File: config.mk
export PLATFORM = sky130hd
export DESIGN_NAME = udp_frame_gen
export DESIGN_NICKNAME = d
export VERILOG_FILES = /design/src/rtl/eth_pkg.sv /design/src/rtl/ipv4_checksum.sv /design/src/rtl/udp_frame_gen.sv
export SDC_FILE = /design/constraint.sdc
export NUM_CORES = 1
export LEC_CHECK = 0
export CORE_ASPECT_RATIO = 0.75
export CORE_MARGIN = 2
export CORE_UTILIZATION = 55
export DETAILED_ROUTE_END_ITERATION = 8
export HOLD_SLACK_MARGIN = 0.1
export PLACE_DENSITY = 0.82
export SLEW_MARGIN = 25
export SYNTH_ARGS = -nofsm -noshare
export SYNTH_HDL_FRONTEND = slang
export SYNTH_HIERARCHICAL = 1
export SYNTH_SLANG_ARGS = --single-unit
File: constraint.sdc
create_clock -name clk -period 7.2 [get_ports clk]
set_clock_uncertainty 0.1 [all_clocks]
set_input_delay 0.72 -clock clk [delete_from_list [all_inputs] [get_ports clk]]
set_output_delay 0.72 -clock clk [all_outputs]
set_load 0.02 [all_outputs]
File: src/rtl/eth_pkg.sv
// Shared Ethernet/IPv4/UDP constants, generator state encoding and a length clamp helper.
package eth_pkg;

    localparam int ETH_HDR_BYTES = 14;
    localparam int IP_HDR_BYTES  = 20;
    localparam int UDP_HDR_BYTES = 8;
    localparam int HDR_BYTES     = ETH_HDR_BYTES + IP_HDR_BYTES + UDP_HDR_BYTES;
    localparam int CSUM_WORDS    = IP_HDR_BYTES / 2;

    localparam logic [15:0] ETHERTYPE_IPV4 = 16'h0800;
    localparam logic [7:0]  IP_PROTO_UDP   = 8'd17;

    typedef enum logic [2:0] {
        ST_IDLE    = 3'd0,
        ST_CSUM    = 3'd1,
        ST_HDR     = 3'd2,
        ST_PAYLOAD = 3'd3,
        ST_GAP     = 3'd4
    } gen_state_t;

    function automatic logic [15:0] clamp_len(input logic [15:0] len,
                                              input logic [15:0] min_len,
                                              input logic [15:0] max_len);
        if (len < min_len)
            return min_len;
        else if (len > max_len)
            return max_len;
        else
            return len;
    endfunction

endpackage

File: src/rtl/ipv4_checksum.sv
// Running ones-complement sum of 16-bit words; result is the inverted folded sum.
module ipv4_checksum (
    input  logic        clk,
    input  logic        sresetn,
    input  logic        clear,
    input  logic        valid,
    input  logic [15:0] word,
    output logic [15:0] result
);

    logic [15:0] acc;
    logic [16:0] sum;

    assign sum = {1'b0, acc} + {1'b0, word};

    // End-around carry folded every word, so acc never needs a final fold pass.
    always_ff @(posedge clk or negedge sresetn) begin
        if (!sresetn)
            acc <= '0;
        else if (clear)
            acc <= '0;
        else if (valid)
            acc <= sum[15:0] + {15'd0, sum[16]};
    end

    assign result = ~acc;

endmodule

File: src/rtl/udp_frame_gen.sv
// UDP/IPv4/Ethernet frame generator with AXI-Stream byte output.
// Optional macro UDP_FRAME_GEN_SEQNUM_EN puts a 32-bit sequence number in the first 4 payload bytes.
module udp_frame_gen
    import eth_pkg::*;
#(
    parameter int PAYLOAD_MAX = 1472,
    parameter int GAP_CYCLES  = 16
) (
    input  logic        clk,
    input  logic        sresetn,
    input  logic        enable,
    input  logic [47:0] src_mac,
    input  logic [47:0] dst_mac,
    input  logic [31:0] src_ip,
    input  logic [31:0] dst_ip,
    input  logic [15:0] src_port,
    input  logic [15:0] dst_port,
    input  logic [15:0] payload_len,
    input  logic        pattern_mode,
    input  logic [7:0]  pattern_byte,
    input  logic        axis_o_tready,
    output logic        axis_o_tvalid,
    output logic        axis_o_tlast,
    output logic [7:0]  axis_o_tdata,
    output logic        busy,
    output logic [31:0] pkt_count
);

`ifdef UDP_FRAME_GEN_SEQNUM_EN
    localparam logic [15:0] LEN_MIN = 16'd4;
`else
    localparam logic [15:0] LEN_MIN = 16'd1;
`endif
    localparam logic [15:0] LEN_MAX  = 16'(PAYLOAD_MAX);
    localparam int          GAP_LAST = (GAP_CYCLES == 0) ? 0 : GAP_CYCLES - 1;

    gen_state_t  state;
    logic [15:0] cnt;
    logic [47:0] cfg_src_mac, cfg_dst_mac;
    logic [31:0] cfg_src_ip, cfg_dst_ip;
    logic [15:0] cfg_src_port, cfg_dst_port, cfg_len;
    logic        cfg_mode;
    logic [7:0]  cfg_byte;
    logic [15:0] ip_total, udp_len, csum_word, csum;
    logic [7:0]  hdr_byte, pay_byte;
    logic        handshake;

    assign ip_total  = 16'(IP_HDR_BYTES + UDP_HDR_BYTES) + cfg_len;
    assign udp_len   = 16'(UDP_HDR_BYTES) + cfg_len;
    assign handshake = axis_o_tvalid && axis_o_tready;

    always_comb begin
        case (cnt[3:0])
            4'd0:    csum_word = 16'h4500;
            4'd1:    csum_word = ip_total;
            4'd2:    csum_word = pkt_count[15:0];
            4'd3:    csum_word = 16'h4000;
            4'd4:    csum_word = {8'h40, IP_PROTO_UDP};
            4'd6:    csum_word = cfg_src_ip[31:16];
            4'd7:    csum_word = cfg_src_ip[15:0];
            4'd8:    csum_word = cfg_dst_ip[31:16];
            4'd9:    csum_word = cfg_dst_ip[15:0];
            default: csum_word = 16'h0000;
        endcase
    end

    ipv4_checksum u_csum (
        .clk    (clk),
        .sresetn(sresetn),
        .clear  (state == ST_IDLE),
        .valid  (state == ST_CSUM),
        .word   (csum_word),
        .result (csum)
    );

    always_comb begin
        case (cnt[5:0])
            6'd0:    hdr_byte = cfg_dst_mac[47:40];
            6'd1:    hdr_byte = cfg_dst_mac[39:32];
            6'd2:    hdr_byte = cfg_dst_mac[31:24];
            6'd3:    hdr_byte = cfg_dst_mac[23:16];
            6'd4:    hdr_byte = cfg_dst_mac[15:8];
            6'd5:    hdr_byte = cfg_dst_mac[7:0];
            6'd6:    hdr_byte = cfg_src_mac[47:40];
            6'd7:    hdr_byte = cfg_src_mac[39:32];
            6'd8:    hdr_byte = cfg_src_mac[31:24];
            6'd9:    hdr_byte = cfg_src_mac[23:16];
            6'd10:   hdr_byte = cfg_src_mac[15:8];
            6'd11:   hdr_byte = cfg_src_mac[7:0];
            6'd12:   hdr_byte = ETHERTYPE_IPV4[15:8];
            6'd13:   hdr_byte = ETHERTYPE_IPV4[7:0];
            6'd14:   hdr_byte = 8'h45;
            6'd16:   hdr_byte = ip_total[15:8];
            6'd17:   hdr_byte = ip_total[7:0];
            6'd18:   hdr_byte = pkt_count[15:8];
            6'd19:   hdr_byte = pkt_count[7:0];
            6'd20:   hdr_byte = 8'h40;
            6'd22:   hdr_byte = 8'h40;
            6'd23:   hdr_byte = IP_PROTO_UDP;
            6'd24:   hdr_byte = csum[15:8];
            6'd25:   hdr_byte = csum[7:0];
            6'd26:   hdr_byte = cfg_src_ip[31:24];
            6'd27:   hdr_byte = cfg_src_ip[23:16];
            6'd28:   hdr_byte = cfg_src_ip[15:8];
            6'd29:   hdr_byte = cfg_src_ip[7:0];
            6'd30:   hdr_byte = cfg_dst_ip[31:24];
            6'd31:   hdr_byte = cfg_dst_ip[23:16];
            6'd32:   hdr_byte = cfg_dst_ip[15:8];
            6'd33:   hdr_byte = cfg_dst_ip[7:0];
            6'd34:   hdr_byte = cfg_src_port[15:8];
            6'd35:   hdr_byte = cfg_src_port[7:0];
            6'd36:   hdr_byte = cfg_dst_port[15:8];
            6'd37:   hdr_byte = cfg_dst_port[7:0];
            6'd38:   hdr_byte = udp_len[15:8];
            6'd39:   hdr_byte = udp_len[7:0];
            default: hdr_byte = 8'h00;
        endcase
    end

    // pkt_count only moves on the tlast handshake, so it still holds the frame-start value here.
    always_comb begin
        pay_byte = cfg_mode ? cnt[7:0] : cfg_byte;
`ifdef UDP_FRAME_GEN_SEQNUM_EN
        if (cnt < 16'd4) begin
            case (cnt[1:0])
                2'd0:    pay_byte = pkt_count[31:24];
                2'd1:    pay_byte = pkt_count[23:16];
                2'd2:    pay_byte = pkt_count[15:8];
                default: pay_byte = pkt_count[7:0];
            endcase
        end
`endif
    end

    assign axis_o_tvalid = (state == ST_HDR) || (state == ST_PAYLOAD);
    assign axis_o_tlast  = (state == ST_PAYLOAD) && (cnt == cfg_len - 16'd1);
    assign axis_o_tdata  = (state == ST_HDR) ? hdr_byte :
                           (state == ST_PAYLOAD) ? pay_byte : 8'h00;
    assign busy          = (state != ST_IDLE);

    always_ff @(posedge clk or negedge sresetn) begin
        if (!sresetn) begin
            state        <= ST_IDLE;
            cnt          <= '0;
            pkt_count    <= '0;
            cfg_src_mac  <= '0;
            cfg_dst_mac  <= '0;
            cfg_src_ip   <= '0;
            cfg_dst_ip   <= '0;
            cfg_src_port <= '0;
            cfg_dst_port <= '0;
            cfg_len      <= LEN_MIN;
            cfg_mode     <= 1'b0;
            cfg_byte     <= '0;
        end else begin
            case (state)
                ST_IDLE: begin
                    if (enable) begin
                        cfg_src_mac  <= src_mac;
                        cfg_dst_mac  <= dst_mac;
                        cfg_src_ip   <= src_ip;
                        cfg_dst_ip   <= dst_ip;
                        cfg_src_port <= src_port;
                        cfg_dst_port <= dst_port;
                        cfg_len      <= clamp_len(payload_len, LEN_MIN, LEN_MAX);
                        cfg_mode     <= pattern_mode;
                        cfg_byte     <= pattern_byte;
                        cnt          <= '0;
                        state        <= ST_CSUM;
                    end
                end
                ST_CSUM: begin
                    if (cnt == 16'(CSUM_WORDS - 1)) begin
                        cnt   <= '0;
                        state <= ST_HDR;
                    end else begin
                        cnt <= cnt + 16'd1;
                    end
                end
                ST_HDR: begin
                    if (handshake) begin
                        if (cnt == 16'(HDR_BYTES - 1)) begin
                            cnt   <= '0;
                            state <= ST_PAYLOAD;
                        end else begin
                            cnt <= cnt + 16'd1;
                        end
                    end
                end
                ST_PAYLOAD: begin
                    if (handshake) begin
                        if (axis_o_tlast) begin
                            pkt_count <= pkt_count + 32'd1;
                            cnt       <= '0;
                            state     <= (GAP_CYCLES == 0) ? ST_IDLE : ST_GAP;
                        end else begin
                            cnt <= cnt + 16'd1;
                        end
                    end
                end
                ST_GAP: begin
                    if (cnt == 16'(GAP_LAST)) begin
                        cnt   <= '0;
                        state <= ST_IDLE;
                    end else begin
                        cnt <= cnt + 16'd1;
                    end
                end
                default: begin
                    cnt   <= '0;
                    state <= ST_IDLE;
                end
            endcase
        end
    end

endmodule

==> summary.md <==
| Metric | Value |
|---|---|
| Clock tree from TritonCTS | `done` |
| Pin count of the biggest net entering global routing | `166` |
| Average wire per cell in the routed design | `25.3 um` |
| Vias per std cell | `6.44` |
| Maximum vdd drop | `~0.31 mV` |
| Share of cells above drive strength 1 | `0.0536` |
| Register clock-pin slew on the reported worst setup and hold paths | `70 ps` |
| Maximum level of the CTS H-tree | `1` |
| Wire length reported by the detailed router | `around 66,000 um` |
| Setup repair after global routing missed its margin | `no` |
| Via count of the first global-routing pass | `16,000` |
| Post-CTS setup repair buffer count | `0` |
| CP Data Arrival Time | `around 6700 ps` |
| Leftover overflow at the end of global routing | `0` |
| Latest clock arrival within the worst-skew pair | `roughly 560 ps` |
| Post_cts resized | `0` |
| Endpoint class of the critical path | `flop` |
| GRT Overall Usage | `0.418` |
| Smallest setup slack after layout | `806 ps` |
| Placer congestion estimate | `just over 1` |
| Detailed router's first-iteration violation count | `roughly 2,400` |
| Relative slew margins | `0.272` |
| Power density relative to cell area | `approximately 400 nW/um^2` |
| Maximum single-stage delay on the critical path | `between 600 and 700 ps` |
| Fraction of the yosys area taken by sequential cells | `0.432` |
| Yosys warnings | `6` |
| Total Power | `8.21 mW` |
| Final setup violation count | `0` |
| Post-route DRC violation count | `0` |
| Cell at the root of the clock tree | `clkbuf_16` |
| Mean cell area of the mapped netlist | `about 8.2 um^2` |
| Area added between synthesis and finish | `23.6%` |
| Required time of the critical path | `between 7000 and 8000 ps` |
| Global-route wire length before repair | `roughly 99,000 um` |
| Row cnt | `54` |
| Result of the run | `finished, final reports clean` |
| # IOs | `approximately 260` |
| Quantity of I/O buffers inserted on ports | `263` |
| Top delay family on crit path | `simple AND/OR/NAND/NOR gates` |
| Starting density of the core | `0.563` |
| Die footprint | `31,400 um^2` |
| Static leakage | `just over 9 nW` |
| Synth async-reset ratio | `1.00` |
| Standard cell core area | `29,300 um^2` |
| List of cells traversed by the critical path | `inv_1, ha_1, nand2b_1, nor2_1, a21oi_1, nand3_1, a221oi_1, nand2_1, ha_1, nand2_1, o21ai_0, nor3_1, a211o_1, nor2b_1, o21ai_0, nand2b_1, ha_1, nor2b_1, and2_1, nand3_1, nor4_2, a41oi_1, a2111oi_0` |
| Peak fanout along the critical path | `14` |
| Number of buffers between clock root and the deepest sink | `3` |
| Highest clock frequency the design can meet | `approximately 0.16 GHz` |
| Total number of nets in the final design | `between 2,000 and 2,500` |
| Buffering stage count on the worst path with inverters included | `1` |
| Placement-stage worst setup slack | `around 1100 ps` |
| Final-report hold violation count | `0` |
| Vias | `about 17,000` |
| Post-Syn Area | `approximately 16,000 um^2` |
| Most frequently used flop master after synthesis | `dfrtp_1` |
| Startpoint type of the worst setup path | `flop` |
| Clock buffer count from CTS | `27` |
| Worst-Margin Slew | `1080 ps` |
| Post-synthesis cell count | `2,000` |
| Most frequent cell on the critical path | `ha_1` |
| Number of max-cap violations | `0` |
| Max-slew violation count | `0` |
| Die height | `approximately 150 um` |
| Count of nets left with antenna violations after detail routing | `0` |
| Pre-antenna DRT Iters | `6` |
| Category of the most critical setup path | `flop to flop` |
| Total Neg Setup Slack | `0 ps` |
| Detailed placer's ending HPWL | `slightly below 50,000 um` |
| Worst hold path type | `flop to flop` |
| Number of nets produced by synthesis | `approximately 2,200` |
| Horiz. Die Dim | `204 um` |
| Number of distinct library cells after synthesis | `93` |
| # clock sinks | `around 280` |
| EDFF count, synth | `0` |
| Number of register bits inferred by synthesis | `284` |
| Number of hold-repair buffers added at the cts stage | `0` |
| Minimum clock period | `around 6400 ps` |
| Portion of the clock cycle consumed by the worst path in the final layout | `0.888` |
| Highest-delay cell along the critical path | `nor4_2` |
| Initial antenna violation count | `1` |
-- metrics by stage --
stage	cells	util	instance area, um^2	hold slack (ps)
global placement	2541	0.659	19300	360
global route	2595	0.696	20400	391
detailed placement	2541	0.659	19300	364
finish	2597	0.696	20400	380
floorplan	2000	-	16500	324
CTS	2590	0.693	20300	175
-- path summary, 6_finish.rpt --
path                                      start               end  slack, ps  depth (start not counted)
worst max-delay path                     cnt[0]    u_csum/acc[15]        810                         23
worst min register to register  cfg_dst_mac[34]   cfg_dst_mac[34]        380                          2
worst max register to register           cnt[0]    u_csum/acc[15]        810                         23
min in group asynchronous               sresetn  cfg_dst_port[15]        520                          2
max in group asynchronous               sresetn   cfg_dst_mac[20]       5290                          3
worst min-delay path            cfg_dst_mac[34]   cfg_dst_mac[34]        380                          2
-- routing by layer --
metal	global-route usage	share of wire	up-vias
li1	-	-	7301
met1	0.596	0.41	8155
met2	0.611	0.43	1083
met3	0.119	0.12	190
met4	0.140	0.035	2
met5	0	0.00020	-
-- cell usage after synthesis, types with 28 or more instances --
cell type    n  area, um^2
nand2_1    692        2600
a22oi_1     88         661
o21ai_0     37         185
nor2_1      75         282
xnor2_1     61         534
nor3_1      33         165
a21oi_1     52         260
inv_1       48         180
nand3_1     57         285
and3_1      34         213
nand4_1     31         194
xor2_1      28         245
clkbuf_1   122         458
dfrtp_1    283        7080
-- sequential cells by signal, summed over array words and instances (netlist names) --
name / count
u_csum/acc: 16
cfg_byte: 8
pkt_count: 32
cfg_mode: 1
cfg_dst_ip: 32
cfg_len: 16
state: 3
cfg_src_mac: 48
cfg_dst_port: 16
cfg_src_ip: 32
cfg_src_port: 16
cfg_dst_mac: 48
cnt: 16
-- layout by cell type (no fill, tap or decap), drive strengths merged, types with 12 or more instances in the layout --
master / synthesis / routed
a21oi: 52 / 52
inv: 48 / 48
xnor2: 61 / 61
and3: 34 / 34
and2: 13 / 13
nor2: 75 / 75
nor4: 14 / 14
nor3: 38 / 38
mux2i: 13 / 13
nor2b: 12 / 12
dfrtp: 283 / 283
o211ai: 13 / 13
a211oi: 16 / 16
ha: 27 / 27
a221oi: 23 / 23
a22o: 20 / 20
clkdlybuf4s50: 0 / 262
a22oi: 88 / 88
o21ai: 38 / 38
clkbuf: 123 / 33
nand3: 58 / 58
nand4: 31 / 31
buf: 15 / 29
xor2: 28 / 28
nand2b: 19 / 19
a31oi: 24 / 24
nand2: 692 / 692
-- area by class of cell --
class	instances	area, um^2
clock inverter	16	244
timing repair buffer	292	2920
antenna	2	5.00
multi-input combinational	1529	8660
clock buffer	33	748
sequential	284	7110
fill	2264	8900
tap	392	490
inverter	49	184
-- power by group --
part,switching (mW),internal (mW),leakage [nW],total [mW]
registers,0.871,2.24,3.61,3.11
logic,2.19,1.30,5.19,3.49
clock network,0.657,0.954,0.479,1.61
-- tightest hold or removal path: stages (launching register included) --
cell,delay (ps)
dfrtp_1,340
nand2_1,50
nand2_1,60
-- kinds of logic after synthesis --
| group | synth area share |
|---|---|
| compound gates | 0.168 |
| simple gates | 0.278 |
| fa+ha+maj | 0.0217 |
| xor+xnor | 0.0473 |
| flops | 0.432 |
| buf+inv | 0.0443 |
| mux | 0.00927 |
Power figures use the tool's default switching activity.
